--- config.mk ---
export PLATFORM = sky130hd
export DESIGN_NAME = int_iq3_queue
export DESIGN_NICKNAME = d
export VERILOG_FILES = /design/src/rtl/int_iq3_pkg.sv /design/src/rtl/int_iq3_age_sel.sv /design/src/rtl/int_iq3_queue.sv
export SDC_FILE = /design/constraint.sdc
export NUM_CORES = 1
export LEC_CHECK = 0
export CAP_MARGIN = 25
export CORE_ASPECT_RATIO = 0.5
export CORE_UTILIZATION = 40
export CTS_BUF_LIST = sky130_fd_sc_hd__clkbuf_4 sky130_fd_sc_hd__clkbuf_8
export DETAILED_ROUTE_END_ITERATION = 16
export GPL_ROUTABILITY_DRIVEN = 0
export PLACE_DENSITY_LB_ADDON = 0.15
export SLEW_MARGIN = 20
export SYNTH_ARGS = -nofsm -noshare
export SYNTH_HDL_FRONTEND = slang
export SYNTH_SLANG_ARGS = --single-unit
--- constraint.sdc ---
create_clock -name Clk -period 3.17 [get_ports Clk]
set_input_delay 0.4755 -clock Clk [delete_from_list [all_inputs] [get_ports Clk]]
set_output_delay 0.4755 -clock Clk [all_outputs]
set_load 0.01 [all_outputs]
--- src/rtl/int_iq3_pkg.sv ---
// Shared widths, slot entry layout and tag-to-slot mapping for the IQ3 issue queue.
package int_iq3_pkg;

  localparam int unsigned TAGW  = 5;
  localparam int unsigned DEPTH = 8;
  localparam int unsigned PRW   = 6;
  localparam int unsigned PAYW  = 32;
  localparam int unsigned SLOTW = $clog2(DEPTH);

  typedef struct packed {
    logic [TAGW-1:0] tag;
    logic [PAYW-1:0] payload;
    logic [PRW-1:0]  src1;
    logic [PRW-1:0]  src2;
    logic            rdy1;
    logic            rdy2;
  } entry_t;

  // Free-list tags are 4*slot+2, so the slot lives in bits [SLOTW+1:2].
  function automatic logic [SLOTW-1:0] tag2slot(input logic [TAGW-1:0] tag);
    return tag[SLOTW+1:2];
  endfunction

endpackage

--- src/rtl/int_iq3_age_sel.sv ---
// Oldest-eligible picker: grants the eligible slot with no older eligible slot in the age matrix.
module int_iq3_age_sel
  import int_iq3_pkg::*;
#(
  parameter int unsigned NumSlots = DEPTH
) (
  input  logic [NumSlots-1:0]               elig_i,
  input  logic [NumSlots-1:0][NumSlots-1:0] age_i,
  output logic [NumSlots-1:0]               gnt_o,
  output logic                              valid_o
);

  // age_i[i][j] set means slot j is older than slot i.
  always_comb begin
    gnt_o = '0;
    for (int i = 0; i < NumSlots; i++) begin
      gnt_o[i] = elig_i[i] && !(|(elig_i & age_i[i]));
    end
  end

  assign valid_o = |elig_i;

endmodule

--- src/rtl/int_iq3_queue.sv ---
// Eight-slot issue queue: free-list-tag allocation, wakeup, age-ordered issue and tag release.
module int_iq3_queue #(
  parameter int unsigned TAGW  = int_iq3_pkg::TAGW,
  parameter int unsigned DEPTH = int_iq3_pkg::DEPTH,
  parameter int unsigned PRW   = int_iq3_pkg::PRW,
  parameter int unsigned PAYW  = int_iq3_pkg::PAYW
) (
  input  logic            Clk,
  input  logic            Rest,
  input  logic            DispValid,
  output logic            DispReady,
  input  logic [PAYW-1:0] DispPayload,
  input  logic [PRW-1:0]  DispSrc1,
  input  logic [PRW-1:0]  DispSrc2,
  input  logic            DispSrc1Rdy,
  input  logic            DispSrc2Rdy,
  output logic            FlPop,
  input  logic [TAGW-1:0] FlTag,
  input  logic            FlEmpty,
  output logic            FlPush,
  output logic [TAGW-1:0] FlRetTag,
  output logic            FlClean,
  input  logic            WkValid,
  input  logic [PRW-1:0]  WkPreg,
  output logic            IssValid,
  input  logic            IssReady,
  output logic [TAGW-1:0] IssTag,
  output logic [PAYW-1:0] IssPayload,
  input  logic            Flush
);

  int_iq3_pkg::entry_t [DEPTH-1:0] ent_q, ent_d;
  logic [DEPTH-1:0]              valid_q, valid_d;
  logic [DEPTH-1:0][DEPTH-1:0]   age_q, age_d;

  logic                          accept, fire, any_elig;
  logic [int_iq3_pkg::SLOTW-1:0] alloc_slot;
  logic [DEPTH-1:0]              elig, gnt, rel;
  int_iq3_pkg::entry_t           iss_ent;

  assign DispReady  = !FlEmpty && !Flush && !Rest;
  assign accept     = DispValid && DispReady;
  assign FlPop      = accept;
  assign alloc_slot = int_iq3_pkg::tag2slot(FlTag);

  always_comb begin
    elig = '0;
    for (int i = 0; i < DEPTH; i++) begin
      elig[i] = valid_q[i] && ent_q[i].rdy1 && ent_q[i].rdy2;
    end
  end

  int_iq3_age_sel #(
    .NumSlots(DEPTH)
  ) u_age_sel (
    .elig_i (elig),
    .age_i  (age_q),
    .gnt_o  (gnt),
    .valid_o(any_elig)
  );

  always_comb begin
    iss_ent = '0;
    for (int i = 0; i < DEPTH; i++) begin
      if (gnt[i]) iss_ent = ent_q[i];
    end
  end

  assign IssValid   = any_elig && !Flush && !Rest;
  assign IssTag     = Rest ? '0 : iss_ent.tag;
  assign IssPayload = Rest ? '0 : iss_ent.payload;
  assign fire       = IssValid && IssReady;
  assign FlPush     = fire;
  assign FlRetTag   = IssTag;
  assign FlClean    = Flush || Rest;
  assign rel        = fire ? gnt : '0;

  always_comb begin
    valid_d = valid_q & ~rel;
    ent_d   = ent_q;
    age_d   = age_q;

    for (int i = 0; i < DEPTH; i++) begin
      if (WkValid && valid_q[i]) begin
        if (ent_q[i].src1 == WkPreg) ent_d[i].rdy1 = 1'b1;
        if (ent_q[i].src2 == WkPreg) ent_d[i].rdy2 = 1'b1;
      end
      age_d[i] = age_q[i] & ~rel;
    end

    if (accept) begin
      valid_d[alloc_slot]         = 1'b1;
      ent_d[alloc_slot].tag       = FlTag;
      ent_d[alloc_slot].payload   = DispPayload;
      ent_d[alloc_slot].src1      = DispSrc1;
      ent_d[alloc_slot].src2      = DispSrc2;
      ent_d[alloc_slot].rdy1      = DispSrc1Rdy || (WkValid && (WkPreg == DispSrc1));
      ent_d[alloc_slot].rdy2      = DispSrc2Rdy || (WkValid && (WkPreg == DispSrc2));
      // An entry issuing this cycle is gone before the new one could wait on it.
      age_d[alloc_slot]           = valid_q & ~rel;
    end

    if (Flush) begin
      valid_d = '0;
      age_d   = '0;
    end
  end

  always_ff @(posedge Clk) begin
    if (Rest) begin
      valid_q <= '0;
      ent_q   <= '0;
      age_q   <= '0;
    end else begin
      if (accept) begin
        assert (!valid_q[alloc_slot]) else $error("dispatch into an occupied slot");
      end
      valid_q <= valid_d;
      ent_q   <= ent_d;
      age_q   <= age_d;
    end
  end

endmodule

Word level (Yosys, flattened, before mapping). Cells that the tools add are included.

Magnitude comparators: 2. Equality and inequality tests: 18. Multiplexer cells: 61. Bitwise logic cells: 19. Reduce and logical (&&, ||, !) cells: 65.

Operator list (number): 408-bit bitwise mux (6); 51-bit demux with 3-bit select (6); 51-bit two-way mux (9); 359-bit two-way mux (1); 8-bit AND (17); 6-bit equality test (18); 8-bit OR reduction (9); 64-bit bitwise mux (1); 64-bit two-way mux (1); 46-bit two-way mux (1); 1-bit logical AND (41); 32-bit two-way mux (1); 8-bit two-way mux (4); 8-bit demux with 3-bit select (1); 1-bit two-way mux (18); 2-bit two-way mux (9); 14-bit two-way mux (1); 1-bit zero test (11); 8-bit inverter (1); 8-bit bitwise OR (1); 5-bit two-way mux (1); 3-bit by 4-bit < comparator with 1-bit output, second input constant (1); 1-bit demux with 3-bit select (1); 3-bit by 1-bit >= comparator with 1-bit output, second input constant (1); 2 further kinds (4).

Bits in registers: 480. Input bits: 64. Output and inout port bits: 47.

Longest topological paths before layout.
Word-level depth: 15. Gate-level depth with buffers: 10.

Hierarchy. Synthesis repeated with hierarchy kept, for this count alone.

Cell total of the unflattened synthesis: 2890. Area, all modules: 21435.6 um2.

By module, submodules not included: int_iq3_queue (instances 1, cells an instance 2823, area an instance 20995.1 um2, sequential area each 9609.2 um2); int_iq3_age_sel (instances 1, cells an instance 67, area an instance 440.4 um2, sequential area each 0.0 um2).

Worst setup path after synthesis. Ideal clock, no wire load.

Kind: register to output. Start point: reg ent_q[153] in the netlist's numbering. End point: out IssTag[2]. Arrival: 2.176 ns. Data required time: 2.694 ns. Setup slack: 0.519 ns. Cell stages (with the launch flop): 10. Path buffers: 4. Cells stage by stage: dfxtp_1 and3_1 buf_2 a2111oi_2 and3b_1 buf_2 buf_2 a21oi_1 a22oi_1 buf_4.

Longest elaborated chain between the ends: 14. Elaborated cells between the ends (all ways): 42. Classes of those cells: mux: 9; bitwise: 8; reduce/logical: 25.

RTL lines: start: declaration (RTL line int_iq3_queue.sv:32) `int_iq3_pkg::entry_t [DEPTH-1:0] ent_q, ent_d;`; start signal: assignment (RTL line int_iq3_queue.sv:119) `ent_q <= ent_d;`; 1-bit logical AND * (RTL line int_iq3_queue.sv:49) `elig[i] = valid_q[i] && ent_q[i].rdy1 && ent_q[i].rdy2;`; 8-bit AND (RTL line int_iq3_age_sel.sv:17) `gnt_o[i] = elig_i[i] && !(|(elig_i & age_i[i]));`; 8-bit OR reduction (RTL line int_iq3_age_sel.sv:17); 1-bit zero test (RTL line int_iq3_age_sel.sv:17); 1-bit logical AND (RTL line int_iq3_age_sel.sv:17); 51-bit two-way mux (7 in series) (RTL line int_iq3_queue.sv:65) `if (gnt[i]) iss_ent = ent_q[i];`; 51-bit two-way mux * (RTL line int_iq3_queue.sv:65); 5-bit two-way mux * (RTL line int_iq3_queue.sv:70) `assign IssTag = Rest ? '0 : iss_ent.tag;`; end: declaration (RTL line int_iq3_queue.sv:27) `output logic [TAGW-1:0] IssTag,`.

Mark *: on every way between the ends. The rest lies on a longest branch, timed or not.

Final worst setup path.
Start point: reg ent_q[52] in the netlist's numbering. End point: out FlRetTag[4].

Longest elaborated chain between the ends: 15. Elaborated cells between the ends (all ways): 43. Classes of those cells: mux: 9; bitwise: 8; reduce/logical: 26.

RTL lines: 1-bit logical AND * (2 in series) (RTL line int_iq3_queue.sv:49); 8-bit AND (RTL line int_iq3_age_sel.sv:17); 8-bit OR reduction (RTL line int_iq3_age_sel.sv:17); 1-bit zero test (RTL line int_iq3_age_sel.sv:17); 1-bit logical AND (RTL line int_iq3_age_sel.sv:17); 51-bit two-way mux (7 in series) (RTL line int_iq3_queue.sv:65); 51-bit two-way mux * (RTL line int_iq3_queue.sv:65); 5-bit two-way mux * (RTL line int_iq3_queue.sv:70); end: declaration (RTL line int_iq3_queue.sv:21) `output logic [TAGW-1:0] FlRetTag,`.

Marks and branches as above.

==> flow_summary.toml <==
[run_status]
outcome = "complete, but fails checks"
violations = "DRC, setup timing"

[detailed_routing]
dr.pass1.iters = 12
wire_per_inst_um = 20.7
antenna_left = 0
wirelength_um = 75500
vias = 20000
drc = 3
drtIter0Drc = 1871
viasPerCell = 5.50

[timing]
hold_violations = 0
slew_headroom = 0.269
fmax_mhz = 293
setup_slack_ns = -0.242
worstMarginPinSlew_ns = 1.10
rsz0062_at_grt = "true"
fin_crit_sh = 1.08
drv_slew = 0
fin_skew_ns = 0.0279
setup_violations = 42
fin_crit_ns = 3.41

[power_and_ir_drop]
fin_total_pwr_uw = 12200
switching_power_uw = 2980
p_leak_uw = 0.00934
seq_power_share = 0.497
swShare = 0.244
powerDensity_nw_per_um2 = 454
cellInternalPower_uw = 9220
peakVddDrop_uv = 252
p_comb_frac = 0.050
pwr-share-clk = 0.454

[global_route]
overflow = 0
track_usage = 0.273
grt_max_degree = 219
grt_first_pass_wirelength_um = 114000
antenna_found_initial = 0
grt_pass1_vias = 18600

[critical_path]
cp_common_cell = "buf_6"
path_buf_inv = 5
crit_required_ns = 2.69
setup.worst_path.start_class = "flip-flop"
cpPeakStageDelay_ns = 0.35
cpMaxStageDelayCell = "dfxtp_4"
critical_path_class = "reg -> out"
crit_arrival_ns = 2.94
worstPathCellList = "and3_4 > a22o_1 > a2111oi_4 > buf_6 > nand2b_4 > buf_12 > buf_8 > o221ai_4 > a22oi_2 > buf_4 > buf_6"
end_kind = "output port"
critPathTopFamily = "compound AO/OA/AOI/OAI gates"
worstPathMaxFanout = 8

[logic_synthesis]
ys_top_cells_by_area = "dfxtp_1 45%, nand2_1 16%, a21oi_1 11%, clkbuf_1 2.9%, xor2_1 2.4%"
synth.distinct_cells = 56
synth_top_cell_area_share = 0.449
synth_edf_count = 0
synthFlopType = "dfxtp_1"
synth_fa_ha_area_frac = 0
ys_ff_latch = 480
netlist_area_um2 = 21400
yosysMostFrequentCell = "nand2_1"
synth-xor-area-share = 0.0442
async_flop_share = 0
ys_warn_count = 0
synth_compound_area_frac = 0.210
yosys.area_share.simple = 0.235
ys_seq_area_frac = 0.449
synth_top_family_by_area = "simple AND/OR/NAND/NOR gates"
syn_nets = 2832
yosys-top-cells-count = "923 x nand2_1, 480 x dfxtp_1, 478 x a21oi_1"
yosys.area.top_type = "dfxtp_1"
synthMuxAreaShare = 0
synthCells = 2768
syn_area_per_cell_um2 = 7.72

[final_layout]
syn_to_final_growth_pct = 25.7
diodes = 0
multi_input_area_um2 = 11300
drive_gt1_frac = 0.187
nets = 2950
fillers = 5098
seq_area_um2 = 9650
layoutNonFillerInstCount = 3640

[clock_tree]
cts_root_buffer = "clkbuf_8"
cts.path.max_buffers = 3
hold_buffers = 0
cts_tree = "built"
cts.sinks = 480
cts_buffers = 72
clkTransAtPathRegs_ns = 0.07
cts_htree_levels = 3
clk_latency_ns = 0.66

[placed_design]
place_hpwl_um = 42800
portBuffers = 110
numPlacedInstances = 3458

[floorplanning]
die_h_um = 165
start_util = 0.408
fp-row-count = 59
core_um2 = 52300
die_x_um = 329
pin_count = 111
die-area_um2 = 54400

[run]
max_cap_viol_count = 0

[hold_path]
hp-class = "in -> reg"
[what timing repair did]
action,CTS,global route
resized for setup,286,78
pin swaps,46,55
cloned,11,1
endpoints found under the setup margin,44,42
setup buffers,31,13
[final timing paths]
| path | cells after the start | slack [ns] | start | end |
|---|---|---|---|---|
| worst max-delay path | 11 | -0.24 | ent_q[52] | FlRetTag[4] |
| worst min register to register | 2 | 0.45 | flip-flop | flip-flop |
| worst min-delay path | 2 | 0.07 | Rest | flip-flop |
| worst max register to register | 8 | 0.78 | valid_q[6] | age_q[46] |
[layout make-up]
| class | instances | share of cell area |
|---|---|---|
| clock buffer | 115 | 0.0531 |
| clock inverter | 12 | 0.00391 |
| inverter | 9 | 0.00126 |
| multi-input combinational | 2002 | 0.422 |
| sequential | 480 | 0.359 |
| tap | 701 | 0.0326 |
| timing repair buffer | 321 | 0.128 |
[power by group through the flow]
stage	Combinational (uW)	Sequential (uW)	Clock [uW]
floorplan	355	6200	0
detailed placement	584	6200	0
finish	605	6060	5540
CTS	589	6060	5610
global route	648	6060	5900
global placement	584	6200	0
[cell usage in the layout, fill, tap and decap left out, types with 39 or more instances in the layout]
| master | instances |
|---|---|
| nand2_1 | 919 |
| a21oi_1 | 478 |
| dfxtp_1 | 462 |
| buf_4 | 130 |
| clkbuf_8 | 90 |
| clkdlybuf4s50_1 | 67 |
| xor2_1 | 58 |
| nor2_1 | 50 |
| o221ai_2 | 50 |
| xnor2_1 | 50 |
| buf_12 | 44 |
| nand2b_1 | 42 |
| a211o_1 | 39 |
[layer usage]
layer  share of wire  GRT usage  vias to the layer above  wire length, um
met5               0          0                        -                0
met4           0.028     0.0926                        0             2090
met3           0.057     0.0357                      149             4330
met2            0.46      0.435                      610            34500
met1            0.46      0.381                     9681            34600
li1                -          -                     9570                -
[worst register-to-register path, delay by kind of cell, from the launching register on]
family                 cells  cell delay [ns]
AO/OA/AOI/OAI              3             0.96
AND/OR/NAND/NOR            2             0.38
buffers and inverters      3             0.52
flip-flops                 1             0.41
[per-stage QoR]
| step | hold slack, ns | setup slack (ns) | setup TNS [ns] | area, um^2 | utilization |
|---|---|---|---|---|---|
| global placement | 0.437 | -0.180 | -1.59 | 23900 | 0.456 |
| finish | 0.0653 | -0.242 | -7.52 | 26900 | 0.513 |
| detailed placement | 0.441 | -0.184 | -2.71 | 23900 | 0.456 |
| floorplan | 0.431 | 0.519 | 0 | 21400 | - |
| CTS | 0.0287 | -0.278 | -8.97 | 26300 | 0.503 |
| global route | 0.0480 | -0.342 | -11.41 | 26900 | 0.513 |
[cell families after synthesis]
logic type / count (synthesis)
simple gates: 1188
compound gates: 705
flops: 480
buf+inv: 287
xor+xnor: 108
Power figures use the tool's default switching activity.
